===== config.mk =====
export PLATFORM = sky130hd
export DESIGN_NAME = shiftreg_word_serializer_flat
export DESIGN_NICKNAME = d
export VERILOG_FILES = /design/src/rtl/shiftreg_word_serializer_if.sv /design/src/rtl/shiftreg_word_serializer.sv /design/src/flat_wrapper.sv
export SDC_FILE = /design/constraint.sdc
export NUM_CORES = 1
export LEC_CHECK = 0
export CAP_MARGIN = 0
export CORE_MARGIN = 2
export CORE_UTILIZATION = 40
export CTS_CLUSTER_SIZE = 20
export DETAILED_ROUTE_END_ITERATION = 6
export PLACE_DENSITY = 0.71
export SYNTH_ARGS = -nofsm -noshare
export SYNTH_HDL_FRONTEND = slang
export SYNTH_SLANG_ARGS = --single-unit

===== constraint.sdc =====
create_clock -name clk -period 2.4 [get_ports clk]
set_input_delay 0.48 -clock clk [delete_from_list [all_inputs] [get_ports clk]]
set_output_delay 0.48 -clock clk [all_outputs]
set_load 0.05 [all_outputs]

===== src/rtl/shiftreg_word_serializer_if.sv =====
// Word-in / serial-out bundle between the shift register, the serializer and its consumer.
// The master modport is the upstream word source and downstream monitor; the slave modport is the serializer.
interface shiftreg_word_serializer_if #(
    parameter int unsigned WIDTH = 4
);
    logic [WIDTH-1:0] word_in;
    logic             dir_in;
    logic             in_valid;
    logic             in_ready;
    logic             ser_out;
    logic             ser_valid;
    logic             frame_start;
    logic             frame_last;
    logic             busy;

    modport master (
        output word_in, dir_in, in_valid,
        input  in_ready, ser_out, ser_valid, frame_start, frame_last, busy
    );

    modport slave (
        input  word_in, dir_in, in_valid,
        output in_ready, ser_out, ser_valid, frame_start, frame_last, busy
    );
endinterface


===== src/rtl/shiftreg_word_serializer.sv =====
// Serializes WIDTH-bit words, MSB- or LSB-first per word, with a one-entry pending buffer
// so the next word can be accepted while the current frame shifts out.
module shiftreg_word_serializer #(
    parameter int unsigned WIDTH      = 4,
    parameter int unsigned GAP_CYCLES = 0
) (
    input logic                       clk,
    input logic                       rst,
    shiftreg_word_serializer_if.slave bus
);
    localparam int unsigned BW       = $clog2(WIDTH);
    localparam int unsigned GW       = (GAP_CYCLES > 0) ? $clog2(GAP_CYCLES + 1) : 1;
    localparam int unsigned GAP_LAST = (GAP_CYCLES > 0) ? GAP_CYCLES - 1 : 0;

    typedef enum logic [1:0] {IDLE, SHIFT, GAP} state_t;

    state_t           state;
    logic [WIDTH-1:0] shreg;
    logic             dir_q;
    logic [BW-1:0]    bit_cnt;
    logic [GW-1:0]    gap_cnt;
    logic [WIDTH-1:0] pend_word;
    logic             pend_dir;
    logic             pend_full;
    logic             ready_q;
    logic             ser_out_q;
    logic             ser_valid_q;
    logic             frame_start_q;
    logic             frame_last_q;
    logic             busy_q;

    logic accept_c;
    logic last_bit_c;
    logic gap_done_c;
    logic load_c;
    logic pend_next_c;

    function automatic logic out_bit(input logic [WIDTH-1:0] w, input logic d);
        return d ? w[0] : w[WIDTH-1];
    endfunction

    // Move the next bit into the output position for the word's bit order.
    function automatic logic [WIDTH-1:0] shift_word(input logic [WIDTH-1:0] w, input logic d);
        return d ? (w >> 1) : (w << 1);
    endfunction

    always_comb begin
        accept_c    = bus.in_valid && ready_q;
        last_bit_c  = (state == SHIFT) && (bit_cnt == BW'(WIDTH - 1));
        gap_done_c  = (state == GAP) && (gap_cnt == GW'(GAP_LAST));
        load_c      = pend_full && ((state == IDLE) || (last_bit_c && (GAP_CYCLES == 0)) || gap_done_c);
        pend_next_c = accept_c || (pend_full && !load_c);
    end

    always_ff @(posedge clk or negedge rst) begin
        if (!rst) begin
            state         <= IDLE;
            shreg         <= '0;
            dir_q         <= 1'b0;
            bit_cnt       <= '0;
            gap_cnt       <= '0;
            pend_word     <= '0;
            pend_dir      <= 1'b0;
            pend_full     <= 1'b0;
            ready_q       <= 1'b1;
            ser_out_q     <= 1'b0;
            ser_valid_q   <= 1'b0;
            frame_start_q <= 1'b0;
            frame_last_q  <= 1'b0;
            busy_q        <= 1'b0;
        end else begin
            pend_full     <= pend_next_c;
            ready_q       <= !pend_next_c;
            ser_out_q     <= 1'b0;
            ser_valid_q   <= 1'b0;
            frame_start_q <= 1'b0;
            frame_last_q  <= 1'b0;
            if (accept_c) begin
                pend_word <= bus.word_in;
                pend_dir  <= bus.dir_in;
            end
            if (load_c) begin
                // Loading presents bit 0 right away, so a frame follows the previous one without a bubble.
                state         <= SHIFT;
                shreg         <= pend_word;
                dir_q         <= pend_dir;
                bit_cnt       <= '0;
                ser_valid_q   <= 1'b1;
                ser_out_q     <= out_bit(pend_word, pend_dir);
                frame_start_q <= 1'b1;
                busy_q        <= 1'b1;
            end else begin
                case (state)
                    IDLE: busy_q <= pend_next_c;
                    SHIFT: begin
                        if (last_bit_c) begin
                            state   <= (GAP_CYCLES != 0) ? GAP : IDLE;
                            gap_cnt <= '0;
                            busy_q  <= (GAP_CYCLES != 0) || pend_next_c;
                        end else begin
                            shreg        <= shift_word(shreg, dir_q);
                            bit_cnt      <= bit_cnt + BW'(1);
                            ser_valid_q  <= 1'b1;
                            ser_out_q    <= out_bit(shift_word(shreg, dir_q), dir_q);
                            frame_last_q <= (bit_cnt == BW'(WIDTH - 2));
                            busy_q       <= 1'b1;
                        end
                    end
                    GAP: begin
                        if (gap_done_c) begin
                            state  <= IDLE;
                            busy_q <= pend_next_c;
                        end else begin
                            gap_cnt <= gap_cnt + GW'(1);
                            busy_q  <= 1'b1;
                        end
                    end
                    default: begin
                        state  <= IDLE;
                        busy_q <= pend_next_c;
                    end
                endcase
            end
        end
    end

    assign bus.in_ready    = ready_q;
    assign bus.ser_out     = ser_out_q;
    assign bus.ser_valid   = ser_valid_q;
    assign bus.frame_start = frame_start_q;
    assign bus.frame_last  = frame_last_q;
    assign bus.busy        = busy_q;
endmodule


===== src/flat_wrapper.sv =====
// flat-port wrapper written by rule: the top's interface ports become plain ports
module shiftreg_word_serializer_flat 
#(
    parameter int unsigned WIDTH      = 4,
    parameter int unsigned GAP_CYCLES = 0
)
  (clk, rst, bus_word_in, bus_dir_in, bus_in_valid, bus_in_ready, bus_ser_out, bus_ser_valid, bus_frame_start, bus_frame_last, bus_busy);
  shiftreg_word_serializer_if #(.WIDTH(WIDTH)) bus_i ();
  input logic clk;
  input logic rst;
  input wire logic [$bits(bus_i.word_in)-1:0] bus_word_in;
  input wire logic [$bits(bus_i.dir_in)-1:0] bus_dir_in;
  input wire logic [$bits(bus_i.in_valid)-1:0] bus_in_valid;
  output wire logic [$bits(bus_i.in_ready)-1:0] bus_in_ready;
  output wire logic [$bits(bus_i.ser_out)-1:0] bus_ser_out;
  output wire logic [$bits(bus_i.ser_valid)-1:0] bus_ser_valid;
  output wire logic [$bits(bus_i.frame_start)-1:0] bus_frame_start;
  output wire logic [$bits(bus_i.frame_last)-1:0] bus_frame_last;
  output wire logic [$bits(bus_i.busy)-1:0] bus_busy;
  assign bus_i.word_in = bus_word_in;
  assign bus_i.dir_in = bus_dir_in;
  assign bus_i.in_valid = bus_in_valid;
  assign bus_in_ready = bus_i.in_ready;
  assign bus_ser_out = bus_i.ser_out;
  assign bus_ser_valid = bus_i.ser_valid;
  assign bus_frame_start = bus_i.frame_start;
  assign bus_frame_last = bus_i.frame_last;
  assign bus_busy = bus_i.busy;
  shiftreg_word_serializer #(.WIDTH(WIDTH), .GAP_CYCLES(GAP_CYCLES)) u_core (.clk(clk), .rst(rst), .bus(bus_i));
endmodule

==> metrics.txt <==
WP data required=1.92 ns; syn_area_per_cell=13.2 um2; Die ar.=2490 um2; worst-case vdd ir drop=0.000705 V; setup TNS=0 ns; Initial Utilization=42.6%; CTS max path bufs=2; CTS sink count=20; final hold vios=0; GRT Total Usage=12.9%; PwrDens=1410 nW/um2; commonest non-fill, non-tap cells in the layout=dfrtp_1, clkdlybuf4s50_1, mux2i_1; crit path kind=register to primary output; die height=49.9 um; DRT Wirelength=1.32 mm; Clock Latency Late Sink=0.30 ns; post-route ant nets=0; CP max-delay cell=clkdlybuf4s50_1; number of global-route vias before repair=516; CTS tree=built; drc violations=0; pin count of the biggest net entering global routing=21; Slew Limit Fails=0; WP buf/inv=1; Slew HR=67.1%; global-route wire length before repair=2.33 mm; CTS Buf Count=3; Pleak=0.467 nW; vias per inst=4.78; clk root buf=clkbuf_4; max frequency=469 MHz; Yosys reg bits=20; RSZ-0062 raised after global routing=false; Setup crit end kind=primary output; post-synthesis sequential area ratio=59.5%; DR vias=511; global route overflow=0; CP arrival=1.65 ns; I/O pin cnt=14; total setup buffers inserted after CTS=0; std cell rows=16; slowest stage delay, CP=0.80 ns; hold buffer count at CTS=0; synth unique cells=22; HP Class=input pin to asynchronous set/reset pin; IO buf count=13; routability-driven placement congestion ratio=0.756; Startpoint Class=register; Mapped Area=843 um2; critical-path cell list=clkdlybuf4s50_1; core area=1980 um2; initial DRC count=4; syn nets=74; # H-tree levels=1; Setup Skew=0.00355 ns; fraction of layout instances using a drive strength above 1=17.5%; WL/cell=12.3 um; Final Cycle Share=88.8%; number of diodes=0; 1st-pass router iterations=3; Crit path max-delay family=buffers and inverters; CP Max Fanout=2; max cap viols=0; chip width=49.9 um; Yosys warning count=0; final setup vio count=0; Post-CTS Resized=0; Detailed Place HPWL=962 um; Tot Pwr=1.46 mW; clock slew at reported path FFs=0.11 ns; outcome=completed; post-layout min period=2.13 ns; Syn Inst Count=64; Worst Max-Slew Pin Slew=0.492 ns; initial antenna violation count=0; nets=91; leading cell type in the layout, fill and taps excluded=dfrtp_1; P&R area growth vs syn=22.7%
-- state kept, by name, summed over array words and instances (netlist names) --
register and cells:
u_core.bus.in_ready 1, u_core.state 1, u_core.dir_q 1, u_core.shreg 4, u_core.pend_full 1, u_core.bus.frame_start 1
u_core.bit_cnt 2, u_core.bus.frame_last 1, u_core.bus.ser_valid 1, u_core.pend_word 4, u_core.pend_dir 1, u_core.bus.busy 1
u_core.bus.ser_out 1
-- layout make-up --
| class | instances | area, um2 |
|---|---|---|
| Fill cell | 165 | 947 |
| Sequential cell | 20 | 502 |
| Multi-Input combinational cell | 40 | 318 |
| Timing Repair Buffer | 14 | 138 |
| Clock buffer | 4 | 36.3 |
| Tap cell | 27 | 33.8 |
| Inverter | 2 | 7.51 |
-- metal layers --
| metal | routed length (um) | global-route usage, % | share of wire, % |
|---|---|---|---|
| met3 | 58 | 3.64 | 4.4 |
| met5 | 0 | 0 | 0 |
| met2 | 648 | 21.3 | 49 |
| met1 | 571 | 14.5 | 43 |
| met4 | 40 | 8.33 | 3.0 |
-- synthesized netlist by cell type (all sizes together) --
master / instances / area [um2]
o21ai: 3 / 15.0
a211oi: 2 / 15.0
and2: 2 / 12.5
nand2b: 4 / 32.5
mux2: 6 / 71.3
inv: 2 / 7.51
dfrtp: 19 / 475
mux2i: 6 / 60.1
nand3b: 1 / 7.51
nand2: 5 / 26.3
nand3: 1 / 5.00
nor2b: 3 / 18.8
ha: 2 / 25.0
a21oi: 3 / 15.0
o22ai: 1 / 6.26
dfstp: 1 / 26.3
buf: 2 / 16.3
and2b: 1 / 7.51
-- where the power goes --
| part | switching (mW) | total, mW | internal (mW) |
|---|---|---|---|
| sequential | 0.134 | 0.635 | 0.501 |
| clock | 0.100 | 0.193 | 0.0926 |
| combinational | 0.338 | 0.633 | 0.295 |
-- stage by stage --
| stage | instance area (um2) | util (%) | std cells | hold slack, ns | setup WS (ns) |
|---|---|---|---|---|---|
| 5_1_grt | 1030 | 52.2 | 107 | 0.523 | 0.217 |
| 3_5_place_dp | 998 | 50.4 | 103 | 0.518 | 0.605 |
| 6_report | 1030 | 52.2 | 107 | 0.505 | 0.270 |
| 3_3_place_gp | 998 | 50.4 | 103 | 0.494 | 0.624 |
| 2_1_floorplan | 843 | - | 64 | 0.184 | 1.07 |
| 4_1_cts | 1030 | 52.2 | 107 | 0.517 | 0.262 |
-- cells by family after synthesis --
| family | synth area share [%] |
|---|---|
| AOI/OAI and AO/OA | 6.08 |
| adders and majority gates | 2.97 |
| buffers and inverters | 2.82 |
| DFF | 59.5 |
| muxes | 15.6 |
| and+or+nand+nor | 13.1 |
-- worst paths after layout --
check                                              startpoint                       endpoint  slack, ns  depth (start not counted)
max in group asynchronous                                 rst  u_core.bus.in_ready$_DFF_PN1_       1.63                          2
min in group clk                u_core.bit_cnt[0]$_DFFE_PN0P_  u_core.bit_cnt[0]$_DFFE_PN0P_       0.53                          1
worst max-delay path            u_core.bus.in_ready$_DFF_PN1_                   bus_in_ready       0.27                          1
worst min-delay path                                      rst    u_core.state[0]$_DFFE_PN0P_       0.51                          2
worst max register to register  u_core.bit_cnt[0]$_DFFE_PN0P_       u_core.dir_q$_DFFE_PN0P_       1.07                          4
worst min register to register  u_core.bit_cnt[0]$_DFFE_PN0P_  u_core.bit_cnt[0]$_DFFE_PN0P_       0.53                          1
-- worst reg2reg max path, delay by kind of cell (launching register included) --
kind,cells,cell delay (ns)
and+or+nand+nor,2,0.30
muxes,1,0.29
adders and majority gates,1,0.22
DFF,1,0.43
No activity file was read; power rests on OpenSTA's default activity.
